<file path="src/rtl/rf_rx_frame_buf.sv">
`default_nettype none
// ============================================================================
//  Module      : rf_rx_frame_buf
//  Description : Receive frame buffer for an 802.15.4 radio. Captures the
//                length byte, body, LQI and RSSI from the radio RX FIFO read
//                sequence, then presents the body to a consumer as a
//                first-word fall-through read port.
//  Revision    : 1.0 - initial release
// ============================================================================
module rf_rx_frame_buf #(
    parameter int MAX_LEN = 127,
    parameter int MIN_LEN = 5
) (
    input  logic       clk,
    input  logic       rst,
    input  logic       frm_start,
    input  logic       byte_valid,
    input  logic [7:0] byte_in,
    input  logic       frm_abort,
    input  logic       rd_en,
    output logic [7:0] rd_data,
    output logic       rd_valid,
    output logic [6:0] frm_len,
    output logic [7:0] lqi,
    output logic [7:0] rssi,
    output logic       frm_ready,
    output logic       frm_err,
    output logic       frm_drop,
    output logic       busy
);

    localparam logic [7:0] c_min_len = 8'(MIN_LEN);
    localparam logic [7:0] c_max_len = 8'(MAX_LEN);

    typedef enum logic [2:0] {
        ST_IDLE  = 3'd0,
        ST_LEN   = 3'd1,
        ST_BODY  = 3'd2,
        ST_META  = 3'd3,
        ST_READY = 3'd4
    } state_t;

    state_t     r_state;
    state_t     w_state_nxt;

    logic [7:0] r_mem [0:127];
    logic [6:0] r_wp;
    logic [6:0] r_rp;
    logic [6:0] r_frm_len;
    logic [7:0] r_lqi;
    logic [7:0] r_rssi;
    logic       r_meta_cnt;
    logic       r_frm_ready;
    logic       r_frm_err;
    logic       r_frm_drop;
    logic       r_busy;

    logic       w_len_ok;
    logic       w_rd_valid;
    logic [6:0] w_wp_plus1;
    logic       w_err_nxt;
    logic       w_drop_nxt;
    logic       w_wp_clr;
    logic       w_wp_inc;
    logic       w_len_ld;
    logic       w_meta_clr;
    logic       w_meta_inc;
    logic       w_lqi_ld;
    logic       w_rssi_ld;
    logic       w_rp_clr;
    logic       w_rp_inc;

    assign w_len_ok   = (byte_in >= c_min_len) && (byte_in <= c_max_len);
    assign w_wp_plus1 = r_wp + 7'd1;
    assign w_rd_valid = (r_state == ST_READY) && (r_rp < r_frm_len);

    assign rd_data    = r_mem[r_rp];
    assign rd_valid   = w_rd_valid;
    assign frm_len    = r_frm_len;
    assign lqi        = r_lqi;
    assign rssi       = r_rssi;
    assign frm_ready  = r_frm_ready;
    assign frm_err    = r_frm_err;
    assign frm_drop   = r_frm_drop;
    assign busy       = r_busy;

    // State register.
    always_ff @(posedge clk or posedge rst) begin
        if (rst) r_state <= ST_IDLE;
        else     r_state <= w_state_nxt;
    end

    // Next state and datapath strobes; abort overrides every other input.
    always_comb begin
        w_state_nxt = r_state;
        w_err_nxt   = 1'b0;
        w_drop_nxt  = 1'b0;
        w_wp_clr    = 1'b0;
        w_wp_inc    = 1'b0;
        w_len_ld    = 1'b0;
        w_meta_clr  = 1'b0;
        w_meta_inc  = 1'b0;
        w_lqi_ld    = 1'b0;
        w_rssi_ld   = 1'b0;
        w_rp_clr    = 1'b0;
        w_rp_inc    = 1'b0;
        if (frm_abort) begin
            w_state_nxt = ST_IDLE;
        end else begin
            case (r_state)
                ST_IDLE: begin
                    if (frm_start) begin
                        w_state_nxt = ST_LEN;
                        w_wp_clr    = 1'b1;
                    end
                end
                ST_LEN, ST_BODY, ST_META: begin
                    if (frm_start) begin
                        // Restart a frame in progress without flagging an error.
                        w_state_nxt = ST_LEN;
                        w_wp_clr    = 1'b1;
                        w_meta_clr  = 1'b1;
                    end else if (byte_valid) begin
                        if (r_state == ST_LEN) begin
                            if (w_len_ok) begin
                                w_len_ld    = 1'b1;
                                w_state_nxt = ST_BODY;
                            end else begin
                                w_err_nxt   = 1'b1;
                                w_state_nxt = ST_IDLE;
                            end
                        end else if (r_state == ST_BODY) begin
                            w_wp_inc = 1'b1;
                            if (w_wp_plus1 == r_frm_len) begin
                                w_state_nxt = ST_META;
                                w_meta_clr  = 1'b1;
                            end
                        end else if (!r_meta_cnt) begin
                            w_lqi_ld   = 1'b1;
                            w_meta_inc = 1'b1;
                        end else begin
                            w_rssi_ld   = 1'b1;
                            w_rp_clr    = 1'b1;
                            w_state_nxt = ST_READY;
                        end
                    end
                end
                ST_READY: begin
                    w_drop_nxt = frm_start;
                    if (rd_en && w_rd_valid) begin
                        w_rp_inc = 1'b1;
                        if (r_rp == r_frm_len - 7'd1) w_state_nxt = ST_IDLE;
                    end
                end
                default: w_state_nxt = ST_IDLE;
            endcase
        end
    end

    // Body memory write; contents are intentionally not reset.
    always_ff @(posedge clk) begin
        if (w_wp_inc) r_mem[r_wp] <= byte_in;
    end

    // Pointers, captured header/meta fields and registered status outputs.
    always_ff @(posedge clk or posedge rst) begin
        if (rst) begin
            r_wp        <= 7'd0;
            r_rp        <= 7'd0;
            r_frm_len   <= 7'd0;
            r_lqi       <= 8'd0;
            r_rssi      <= 8'd0;
            r_meta_cnt  <= 1'b0;
            r_frm_ready <= 1'b0;
            r_frm_err   <= 1'b0;
            r_frm_drop  <= 1'b0;
            r_busy      <= 1'b0;
        end else begin
            if (w_wp_clr)        r_wp <= 7'd0;
            else if (w_wp_inc)   r_wp <= w_wp_plus1;
            if (w_rp_clr)        r_rp <= 7'd0;
            else if (w_rp_inc)   r_rp <= r_rp + 7'd1;
            if (w_len_ld)        r_frm_len <= byte_in[6:0];
            if (w_lqi_ld)        r_lqi <= byte_in;
            if (w_rssi_ld)       r_rssi <= byte_in;
            if (w_meta_clr)      r_meta_cnt <= 1'b0;
            else if (w_meta_inc) r_meta_cnt <= 1'b1;
            r_frm_ready <= (w_state_nxt == ST_READY);
            r_busy      <= (w_state_nxt == ST_LEN) || (w_state_nxt == ST_BODY) ||
                           (w_state_nxt == ST_META);
            r_frm_err   <= w_err_nxt;
            r_frm_drop  <= w_drop_nxt;
        end
    end

endmodule
`default_nettype wire

</file>
<file path="config.mk">
export PLATFORM = sky130hd
export DESIGN_NAME = rf_rx_frame_buf
export DESIGN_NICKNAME = d
export VERILOG_FILES = /design/src/rtl/rf_rx_frame_buf.sv
export SDC_FILE = /design/constraint.sdc
export NUM_CORES = 1
export LEC_CHECK = 0
export ABC_AREA = 1
export BUFFER_PORTS_ARGS = -buffer_cell sky130_fd_sc_hd__buf_2
export CAP_MARGIN = 20
export CORE_MARGIN = 2
export CORE_UTILIZATION = 45
export CTS_BUF_LIST = sky130_fd_sc_hd__clkbuf_8 sky130_fd_sc_hd__clkbuf_16
export CTS_CLUSTER_DIAMETER = 120
export CTS_CLUSTER_SIZE = 24
export DETAILED_ROUTE_END_ITERATION = 8
export SLEW_MARGIN = 20
export SYNTH_ARGS = -nofsm -noshare
export SYNTH_HDL_FRONTEND = slang
export SYNTH_SLANG_ARGS = --single-unit
</file>
<file path="constraint.sdc">
create_clock -name clk -period 3 [get_ports clk]
set_input_delay 0.45 -clock clk [delete_from_list [all_inputs] [get_ports clk]]
set_output_delay 0.45 -clock clk [all_outputs]
set_load 0.03 [all_outputs]
</file>
==> impl_metrics.ini <==
[outcome]
status = finished with violations
violations = setup timing

[sta]
period_minus_slack_ps = 3508
hold_violations = 0
report.final.setup_viol = 8
tightest_slew_ps = 1118
max-slew-margin-rel_pct = 25.18
worst_slack_ps = -507.8
rsz0062_at_grt = yes
fin_crit_sh_pct = 116.9
finalClockSkew_ps = 28.55
fmax_mhz = 285.1
slew_violations = 0

[placement]
portBuffers = 49
dp_hpwl_um = 70560
gp_congestion = 0.8508

[global_routing]
grt_first_pass_wirelength_um = 182700
grt_overflow_total = 0
grt_antenna_before_repair = 2
grt_use_total_pct = 25.01
grt_pass1_vias = 27775
grt_max_degree = 130

[finish]
n_antenna_cell = 0
multi_input_area_um2 = 10670
drive_gt1_share_pct = 16.82
post-route-util_pct = 53.11
final-seq-area_um2 = 31890
area_delta_synth_final_pct = 16.96
n_fill_cell = 8068
nNetsFinal = 3730

[logic_synthesis]
ys_seq_area_share_pct = 73.89
syn_avg_cell_area_um2 = 12.47
synth_cell_types = 32
synth_top_area_share_pct = 71.28
synth-xor-area-share_pct = 0.1421
synth_area_um2 = 43140
synth-compound-area-share_pct = 11.46
syn-num-nets = 3484
synth_top_area_cell = edfxtp_1
synth_top_family_by_area = compound AO/OA/AOI/OAI gates
synth-simple-area-share_pct = 11.10
yosys_warnings = 0
synthAdderAreaFrac_pct = 0.2900
synth.mux.area_fraction_pct = 0
synth_ff_type = edfxtp_1
ys_ff_latch = 1069
synth-edff-count = 1024
netlist_instances = 3460
ys_top_cells_by_count = 1024 x edfxtp_1, 771 x nor2_1, 529 x o21ai_0
ys_async_sr_fraction_pct = 4.210
synth.most_common_cell = edfxtp_1
ys_top_cells_by_area = edfxtp_1 71%, nor2_1 6.7%, o21ai_0 6.1%

[power]
p_leak_uw = 0.01702
vdd_drop_max_uv = 516.5
p_per_area_nw_per_um2 = 782.8
p_total_uw = 39500

[floorplan]
rows = 113
start_util_pct = 45.41
die_w_um = 313.6
io_pins = 50
coreArea_um2 = 95010
die-area_um2 = 98360
die_height_um = 313.6

[worst_hold_path]
min_path_type = input port to flip-flop

[cts]
cts_tree = built
h-tree-depth = 2
path_clk_slew_ps = 100
numCtsBuffers = 50
clock_sinks = 1069
cts_root_buffer = clkbuf_16
clk_latency_ps = 640
clockBufferDepth = 3

[worst_setup_path]
path_cells = buf_12, buf_12, buf_16, o21ai_0, o211ai_1, nand3_1, nand3_2, nor2_1, nor2_2, a21oi_4, nor2_4, buf_6
crit_required_ps = 2550
endpoint_kind = output port
slowest_stage = dfrtp_4
start_kind = flip-flop
cpPeakStageDelay_ps = 510
critPathKind = flip-flop to output port
cp.arrival_ps = 3060
cp_max_fo = 25
crit_top_cell = buf_12

[drt]
drt_first_pass_iters = 5
drt_iter0_markers = 3717
vias = 29055
drcViolationCount = 0
routed_wirelength_um = 125500
viasPerCell = 5.820
final_antenna_net_count = 0
wire_per_inst_um = 25.15

[run]
max-cap-violations = 0
-- final timing paths --
kind	slack [ps]	endpoint	from	cells after the start
setup / recovery	-510	rd_data[3]	r_rp[0]$_DFFE_PP0P_	12
hold / removal	60	frm_ready$_DFF_PP0_	frm_abort	2
setup reg to reg	280	r_rp[3]$_DFFE_PP0P_	r_rp[0]$_DFFE_PP0P_	13
hold reg to reg	490	lqi[1]$_DFFE_PP0P_	lqi[1]$_DFFE_PP0P_	2
max in group asynchronous	1860	lqi[0]$_DFFE_PP0P_	rst	4
min in group asynchronous	480	r_state[0]$_DFF_PP0_	rst	3
-- through the flow --
step / hold WS, ps / setup WS [ps] / instances / instance area [µm²] / setup TNS [ps]
2_1_floorplan: 513.1 / 595.1 / 3460 / 43140 / 0
3_3_place_gp: 461.7 / -199.9 / 4848 / 46800 / -431.0
3_5_place_dp: 472.5 / -207.6 / 4848 / 46800 / -408.7
4_1_cts: 12.95 / -483.8 / 4966 / 49630 / -3927
5_1_grt: 33.77 / -645.4 / 4992 / 50460 / -4564
6_report: 56.40 / -507.8 / 4992 / 50460 / -3712
-- metal layers --
metal | track usage [%] | share of wire [%] | vias to the layer above
li1 | - | - | 13076
met1 | 35.66 | 43 | 14514
met2 | 39.49 | 46 | 1266
met3 | 4.354 | 8.5 | 195
met4 | 7.579 | 3.0 | 4
met5 | 0 | 0.021 | -
-- area by class of cell --
type / instances / area share, %
clock buffers: 51 / 2.529
clock inverters: 22 / 0.1984
inverters: 63 / 0.5406
multi-input cells: 2107 / 21.14
flip-flops and latches: 1069 / 63.20
well taps: 1265 / 3.137
repair buffers: 413 / 9.195
repair inverters: 2 / 0.06447
-- worst max-delay path: cells and delay by family, from the launching register on --
kind | cells | cell delay [ps]
AOI/OAI and AO/OA | 3 | 540
and+or+nand+nor | 5 | 740
DFF | 1 | 510
buffers and inverters | 4 | 600
-- registers in the layout (all words and copies together), names as in the netlist, 3 cells and up --
| signal | cells |
|---|---|
| r_wp | 7 |
| r_state | 3 |
| r_mem | 1024 |
| lqi | 8 |
| rssi | 8 |
| r_rp | 7 |
| frm_len | 7 |
-- kinds of logic (layout without fill, tap and decap cells) --
family	Yosys count	after routing
buf+inv	284	551
simple gates	1214	1214
fa+ha+maj	10	10
xor+xnor	7	7
flops	1069	1069
compound gates	876	876
-- placed cells by master, fill, tap and decap left out, types with 4 or more instances in the layout --
master and instances:
edfxtp_1 1024, nor2_1 733, o21ai_0 474, buf_4 254, nand2_1 247, nand3_1 119, o211ai_1 101, o22ai_1 99
inv_1 72, o21ai_1 70, clkbuf_16 61, buf_12 55, dfrtp_1 42, a21oi_1 38, nand3_2 36, buf_2 32
buf_6 28, a22oi_1 25, buf_16 24, nor2_4 23, nand2_2 18, a22oi_2 17, nor2_2 16, o221ai_1 14
o21ai_2 11, a21oi_2 11, ha_1 10, nor3_1 8, o22ai_2 6, bufbuf_16 6, inv_2 5, nand4_1 4
clkinv_8 4, nand2_4 4, xor2_1 4
-- timing repair --
action	4_1_cts	5_1_grt
setup endpoints to repair	8	11
pin swaps	72	79
resized for setup	207	131
endpoints found under the hold margin	34	0
gates cloned	21	10
setup buffers	27	18
hold buffers	2	0
-- power breakdown --
part	internal (µW)	switching (µW)
Clock	3090	4470
Sequential	16500	187
Combinational	5840	9460
Total	25400	14100
Note: power is estimated with default switching activity, not from simulation.
